### src/rtl/xor_session_ctrl.sv
// xor_session_ctrl: steers serial key/message bits to the deserializers,
// then sequences encryption and transmission with a timeout guard.
module xor_session_ctrl #(
    parameter int MSG_SIZE = 64,
    parameter int KEY_SIZE = 8,
    parameter int TIMEOUT  = 255
) (
    input  logic       clk,
    input  logic       rst_n,
    input  logic       ena,
    input  logic       iStart,
    input  logic       iAbort,
    input  logic       iSerial,
    input  logic       iBit_valid,
    input  logic       iEnc_done,
    input  logic       iTx_done,
    output logic       oData_bit,
    output logic       oKey_flag,
    output logic       oMsg_flag,
    output logic       oTx_start,
    output logic       oBusy,
    output logic       oDone,
    output logic       oError,
    output logic [2:0] oState
);
    localparam int CW = $clog2(MSG_SIZE) + 1;

    typedef enum logic [2:0] {
        S_IDLE = 3'd0,
        S_KEY  = 3'd1,
        S_MSG  = 3'd2,
        S_ENC  = 3'd3,
        S_TX   = 3'd4,
        S_DONE = 3'd5,
        S_ERR  = 3'd6
    } state_t;

    state_t        r_state, w_next;
    logic [CW-1:0] r_bcnt, w_bcnt;
    logic [7:0]    r_tcnt, w_tcnt;
    logic          r_data, r_key, r_msg, r_tx, r_done, r_error;
    logic          w_key, w_msg, w_tx, w_done, w_error;
    logic          w_last_key, w_last_msg, w_tmo;

    assign w_last_key = r_bcnt == CW'(KEY_SIZE - 1);
    assign w_last_msg = r_bcnt == CW'(MSG_SIZE - 1);
    assign w_tmo      = r_tcnt == 8'(TIMEOUT - 1);

    always_ff @(posedge clk or negedge rst_n) begin
        if (!rst_n) begin
            r_state <= S_IDLE;
            r_bcnt  <= '0;
            r_tcnt  <= '0;
        end else if (ena) begin
            r_state <= w_next;
            r_bcnt  <= w_bcnt;
            r_tcnt  <= w_tcnt;
        end
    end

    // Completion is checked before expiry so a done on the last cycle still proceeds.
    always_comb begin
        w_next = r_state;
        w_bcnt = r_bcnt;
        w_tcnt = r_tcnt;
        if (iAbort) begin
            w_next = S_IDLE;
            w_bcnt = '0;
            w_tcnt = '0;
        end else begin
            case (r_state)
                S_IDLE, S_ERR: if (iStart) begin
                    w_next = S_KEY;
                    w_bcnt = '0;
                end
                S_KEY: if (iBit_valid) begin
                    w_next = w_last_key ? S_MSG : S_KEY;
                    w_bcnt = w_last_key ? '0 : r_bcnt + 1'b1;
                end
                S_MSG: if (iBit_valid) begin
                    w_next = w_last_msg ? S_ENC : S_MSG;
                    w_bcnt = w_last_msg ? '0 : r_bcnt + 1'b1;
                    w_tcnt = '0;
                end
                S_ENC: if (iEnc_done) begin
                    w_next = S_TX;
                    w_tcnt = '0;
                end else if (w_tmo) begin
                    w_next = S_ERR;
                end else begin
                    w_tcnt = r_tcnt + 1'b1;
                end
                S_TX: if (iTx_done) begin
                    w_next = S_DONE;
                end else if (w_tmo) begin
                    w_next = S_ERR;
                end else begin
                    w_tcnt = r_tcnt + 1'b1;
                end
                S_DONE:  w_next = S_IDLE;
                default: w_next = S_IDLE;
            endcase
        end
    end

    always_comb begin
        w_key   = !iAbort && r_state == S_KEY && iBit_valid;
        w_msg   = !iAbort && r_state == S_MSG && iBit_valid;
        w_tx    = !iAbort && r_state == S_ENC && iEnc_done;
        w_done  = !iAbort && r_state == S_TX && iTx_done;
        w_error = (w_next == S_ERR) || (r_error && w_next != S_KEY);
    end

    // Pulses and flags drop while disabled so downstream never double-shifts.
    always_ff @(posedge clk or negedge rst_n) begin
        if (!rst_n) begin
            r_data  <= 1'b0;
            r_key   <= 1'b0;
            r_msg   <= 1'b0;
            r_tx    <= 1'b0;
            r_done  <= 1'b0;
            r_error <= 1'b0;
        end else if (ena) begin
            r_data  <= iSerial;
            r_key   <= w_key;
            r_msg   <= w_msg;
            r_tx    <= w_tx;
            r_done  <= w_done;
            r_error <= w_error;
        end else begin
            r_key   <= 1'b0;
            r_msg   <= 1'b0;
            r_tx    <= 1'b0;
            r_done  <= 1'b0;
        end
    end

    assign oData_bit = r_data;
    assign oKey_flag = r_key;
    assign oMsg_flag = r_msg;
    assign oTx_start = r_tx;
    assign oDone     = r_done;
    assign oError    = r_error;
    assign oState    = r_state;
    assign oBusy     = r_state inside {S_KEY, S_MSG, S_ENC, S_TX};
endmodule

### config.mk
export PLATFORM = sky130hd
export DESIGN_NAME = xor_session_ctrl
export DESIGN_NICKNAME = d
export VERILOG_FILES = /design/src/rtl/xor_session_ctrl.sv
export SDC_FILE = /design/constraint.sdc
export NUM_CORES = 1
export LEC_CHECK = 0
export ABC_CLOCK_PERIOD_IN_PS = 1800
export BUFFER_PORTS_ARGS = -buffer_cell sky130_fd_sc_hd__buf_4
export CORE_MARGIN = 2
export CORE_UTILIZATION = 51
export DETAILED_ROUTE_END_ITERATION = 7
export GPL_TIMING_DRIVEN = 1
export PLACE_DENSITY = 0.78
export SYNTH_ARGS = -nofsm -noshare
export SYNTH_HDL_FRONTEND = slang
export SYNTH_SLANG_ARGS = --single-unit
### constraint.sdc
create_clock -name clk -period 1.8 [get_ports clk]
set_input_delay 0.54 -clock clk [delete_from_list [all_inputs] [get_ports clk]]
set_output_delay 0.54 -clock clk [all_outputs]
set_load 0.01 [all_outputs]
# Word-level counts from Yosys, hierarchy flattened
# Cells that the tools add are included.
[word_totals] in_bits=9 reg_bits=24 output_inout_bits=10 wordCells=70
[classes] eq_ne=14 reduce_logical=18 add_sub_neg=2 muxes=27
[ops] op="$mux W7" n=6
[ops] op="$mux W8" n=5
[ops] op="$pmux W8 S3" n=1
[ops] op="$mux W3" n=7
[ops] op="$pmux W7 S3" n=1
[ops] op="$pmux W3 S5" n=1
[ops] op="$ne A3 B3 Y1 const B" n=4
[ops] op="$reduce_bool A4 Y1" n=3
[ops] op="$eq A3 B3 Y1 const B" n=3
[ops] op="$logic_and A1 B1 Y1" n=9
[ops] op="$add A8 B1 Y8 const B" n=1
[ops] op="$eq A8 B8 Y1 const B" n=1
[ops] op="$add A7 B1 Y7 const B" n=1
[ops] op="$eq A7 B3 Y1 const B" n=1
[ops] op="$eq A7 B6 Y1 const B" n=1
[ops] op="$eq A3 B2 Y1 const B" n=2
[ops] op="$mux W1" n=5
[ops] op="$reduce_and A5 Y1" n=1
[ops] op="$reduce_and A4 Y1" n=1
[ops] op="$eq A3 B1 Y1 const B" n=1
[ops] op="$logic_not A3 Y1" n=1
[ops] op="$ne A3 B1 Y1 const B" n=1
[ops] op="$mux W2" n=1
[ops] op="$reduce_or A2 Y1" n=1
[ops] op="2 further kinds" n=2

# Depth between registers and ports, before layout
[depth] depth_word=8 mapped_depth=8 depth_no_buf=8

# Least setup slack after synthesis
# No wires, ideal clock.
[synth_timing] path_kind="register -> register" startpoint="register r_bcnt[0]" endpoint="register r_error (netlist: oError)" setup_time_ns=0.129 setup_slack_ns=0.091 n_path_buf=0 synth_period_minus_slack_ns=1.709 t_arrival_ns=1.579 path_stages_with_launch=8 t_required_ns=1.671 path_cell_list="dfrtp_1 > ha_1 > nand3_1 > or3_1 > nor3_2 > a2111oi_4 > o31ai_1 > o21ai_1"
[synth_via] elab_chain_cells=8 word_cells_on_any_way=12 cone_classes="eq/ne (4); mux (6); reduce/logical (2)"
[synth_rtl] item="from (decl)" line_no="39" text="logic [CW-1:0] r_bcnt, w_bcnt;"
[synth_rtl] item="from (signal assigned)" line_no="56" text="r_bcnt <= w_bcnt;"
[synth_rtl] item="$eq A7 B6 Y1 / $eq A7 B3 Y1 (equally long branches)" line_no="46, 45"
[synth_rtl] item="$mux W1 / $mux W2 (equally long branches)" line_no="81, 77"
[synth_rtl] item="$mux W3 (on tied branches)" line_no="80, 76"
[synth_rtl] item="$pmux W3 S5 (*)" line_no="71" text="case (r_state)"
[synth_rtl] item="$mux W3 (*)" line_no="66" text="if (iAbort) begin"
[synth_rtl] item="$ne A3 B1 Y1" line_no="111" text="w_error = (w_next == S_ERR) || (r_error && w_next != S_KEY);"
[synth_rtl] item="$logic_and A1 B1 Y1" line_no="111"
[synth_rtl] item="$logic_or A1 B1 Y1 (*)" line_no="111"
[synth_rtl] item="to (signal assigned)" line_no="129" text="r_error <= w_error;"
[synth_rtl] item="to (decl)" line_no="41" text="logic r_data, r_key, r_msg, r_tx, r_done, r_error;"
# Every way passes the cells marked *; elsewhere a longest branch is shown, timed or not.
# A chain may end at the register's enable or synchronous reset.

# Worst setup path in the final report
# Ends and elaborated chain as after synthesis.

==> summary.md <==
| Metric | Value |
|---|---|
| Outcome | finished, violations left |
| Failing checks | negative setup slack |
| Slowest-stage cell, CP | dfrtp_1 |
| Final Instance Area | 1960 um2 |
| Synth top area share | 40.0% |
| Initial DRC count | 65 |
| Syn_nets | 182 |
| GPL Wtd Cong | 0.899 |
| Buffers on Ports | 18 |
| Synth-to-Final Area Change | 30.5% |
| Initial antenna violation count | 0 |
| Die Height | 58.3 um |
| DP HPWL | 2.68 mm |
| Fin crit share | 101% |
| Worst-Skew Late Latency | 0.31 ns |
| Number of enable flip-flop cells after synthesis | 0 |
| WL final | 3.84 mm |
| Syn Inst Count | 170 |
| Die Wd | 58.3 um |
| RSZ-0062 raised after global routing | true |
| First-pass GRT wire length | 6.03 mm |
| Critical Path, Cell by Cell | ha_2 > nand3_2 > or3_4 > nor3_4 > a2111oi_4 > o31ai_1 > o21ai_1 |
| Max Fanout on Critical Path | 4 |
| Core box area | 2780 um2 |
| Top-level port count | 19 |
| Root Buffer | clkbuf_4 |
| Yosys cell types | 43 |
| Hold Crit Class | input port to async pin |
| Hold_buf cts | 0 |
| Syn_area_per_cell | 8.83 um2 |
| Placed instance area | 1770 um2 |
| Final Hold Viols | 0 |
| Internal power | 0.000768 W |
| Clock power frac | 26.9% |
| Yosys reg bits | 24 |
| Final setup margin | -0.0260 ns |
| Avg Vias per Cell | 6.12 |
| Switching Share | 27.0% |
| ANT nets after route | 0 |
| CTS clk-pin slew, worst paths | 0.13 ns |
| Critical path type | register to register |
| Area leader, netlist | dfrtp_1 |
| Yosys warning count | 0 |
| Most used DFF post-synth | dfrtp_1 |
| Die ar. | 3390 um2 |
| Crit-path max cell delay | 0.40 ns |
| Initial core utilization | 54.0% |
| Final min period | 1.83 ns |
| Arr. time, crit path | 2.04 ns |
| Seq/Total Area, Yosys | 40.0% |
| Worst hold margin | 0.0937 ns |
| Synth area leaders | dfrtp_1, o21ai_0, nand2_1 |
| Max-Cap Viols | 0 |
| Clk sinks | 24 |
| Async S/R FF share, synth | 100% |
| Wire per inst | 15.9 um |
| CTS Buffer Depth | 2 |
| Setup TNS | -0.0260 ns |
| Reg power frac | 53.5% |
| Worst setup SP type | register |
| Final #Nets | 224 |
| GRT Overall Usage | 22.9% |
| Crit end category | register |
| Tot Pwr | 0.00105 W |
| DRC Markers | 0 |
| Number of global-route vias before repair | 1388 |
| Syn Std Cell Area | 1500 um2 |
| CTS buffer count | 3 |
| Setup Skew | 0.00605 ns |
| P_leak | 0.824 nW |
| Row cnt | 19 |
| Worst slew pin tran | 0.399 ns |
| H-tree depth | 1 |
| Setup-failing EPs final | 1 |
| Slew headroom | 73.3% |
| DRT Pass-1 Iters | 5 |
| Sw Pwr | 0.000284 W |
| GR Overflow Total | 0 |
| Cell Pwr Density | 537 nW/um2 |
| Share of layout cells above drive strength 1 | 35.5% |
| Worst IR Drop VDD | 0.648 mV |
| CTS tree | done |
| Largest net degree at the start of global routing | 25 |
| Routed vias | 1480 |
| Antenna diode count | 0 |
| Comb power frac | 19.6% |
| Worst EP required | 2.01 ns |
| Max Slew Vio Count | 0 |
| Peak Freq | 548 MHz |
==> what timing repair did <==
| item | in CTS | in global routing |
|---|---|---|
| pin swaps | 5 | 12 |
| gates cloned | 0 | 1 |
| gates resized for setup | 10 | 18 |
| setup endpoints to repair | 3 | 11 |
| setup buffers | 3 | 2 |
==> Yosys cell counts (all sizes together) (2+ instances only) <==
| master | number |
|---|---|
| o21ai | 25 |
| dfrtp | 24 |
| nand2 | 20 |
| nor2 | 14 |
| inv | 8 |
| nand3 | 8 |
| a21oi | 7 |
| nor3 | 6 |
| o31ai | 6 |
| a22o | 4 |
| buf | 4 |
| nand2b | 4 |
| o22ai | 4 |
| ha | 3 |
| o21a | 3 |
| a2111oi | 2 |
| a31oi | 2 |
| and2 | 2 |
| and3 | 2 |
| clkbuf | 2 |
| nor2b | 2 |
| nor3b | 2 |
| o31a | 2 |
| or3 | 2 |
| xnor2 | 2 |
==> cell usage in the layout (no fill, tap or decap), drive strengths merged, types with 2 or more instances in the layout <==
| cell | instances |
|---|---|
| nand3 | 8 |
| o21a | 3 |
| inv | 8 |
| ha | 3 |
| nand2 | 20 |
| nor3b | 2 |
| o21ai | 25 |
| a31oi | 2 |
| clkbuf | 4 |
| o31a | 2 |
| and2 | 2 |
| a21oi | 7 |
| xnor2 | 2 |
| a22o | 4 |
| o31ai | 6 |
| nor2b | 2 |
| nor3 | 6 |
| o22ai | 4 |
| a2111oi | 2 |
| dfrtp | 24 |
| buf | 43 |
| and3 | 2 |
| nand2b | 4 |
| nor2 | 14 |
| or3 | 2 |
==> through the flow <==
stage / std cells / worst slack [ns] / util [%]
floorplan: 170 / 0.0914 / -
global placement: 232 / 0.0408 / 63.5
detailed placement: 232 / 0.000645 / 63.5
CTS: 239 / -0.0194 / 67.5
global route: 242 / -0.142 / 70.4
finish: 242 / -0.0260 / 70.4
==> cell type report <==
type	count	area [um2]
Fill cell	216	822
Inverter	8	30.0
Multi-Input combinational cell	132	905
Tap cell	31	38.8
Timing Repair Buffer	43	344
Clock buffer	4	36.3
Sequential cell	24	606
==> registers in the layout (all words and copies together), names as in the netlist <==
signal	count
oTx_start	1
oState	3
r_tcnt	8
oError	1
oKey_flag	1
r_bcnt	7
oDone	1
oMsg_flag	1
oData_bit	1
==> metal layers <==
layer	GRT usage, %	part of all wire (%)
met1	29.0	44
met5	0	0
met4	4.32	1.4
met3	4.24	5.6
met2	40.8	49
==> worst max-delay path: cells and delay by family, from the launching register on <==
family	cells	cell delay, ns
AO/OA/AOI/OAI	3	0.42
adder cells (fa/ha/maj)	1	0.22
flip-flops	1	0.40
AND/OR/NAND/NOR	3	0.69
==> logic make-up after synthesis <==
kind of cell             synth area share (%)
AO/OA/AOI/OAI                            25.5
flip-flops                               40.0
multiplexers                             1.42
XOR/XNOR                                 1.17
AND/OR/NAND/NOR                          23.9
adder cells (fa/ha/maj)                  2.50
buffers and inverters                    5.50
==> worst paths after layout <==
path | start | end | slack (ns) | cells after the start
setup / recovery | r_bcnt[0]$_DFFE_PN0P_ | oError$_DFFE_PN0P_ | -0.03 | 7
hold / removal | rst_n | oDone$_DFF_PN0_ | 0.09 | 1
setup reg to reg | r_bcnt[0]$_DFFE_PN0P_ | oError$_DFFE_PN0P_ | -0.03 | 7
hold reg to reg | r_bcnt[5]$_DFFE_PN0P_ | r_bcnt[5]$_DFFE_PN0P_ | 0.53 | 1
max in group asynchronous | rst_n | r_bcnt[3]$_DFFE_PN0P_ | 1.44 | 1
min in group clk | iSerial | oData_bit$_DFFE_PN0P_ | 0.46 | 2
==> power groups by stage <==
stage          Sequential [W]  Combinational, W  Clock [W]
3_3_place_gp         0.000570          0.000182          0
4_1_cts              0.000562          0.000193   0.000293
3_5_place_dp         0.000572          0.000188          0
5_1_grt              0.000565          0.000223   0.000311
6_report             0.000563          0.000206   0.000283
2_1_floorplan        0.000570          0.000107          0
Power figures use the tool's default switching activity.
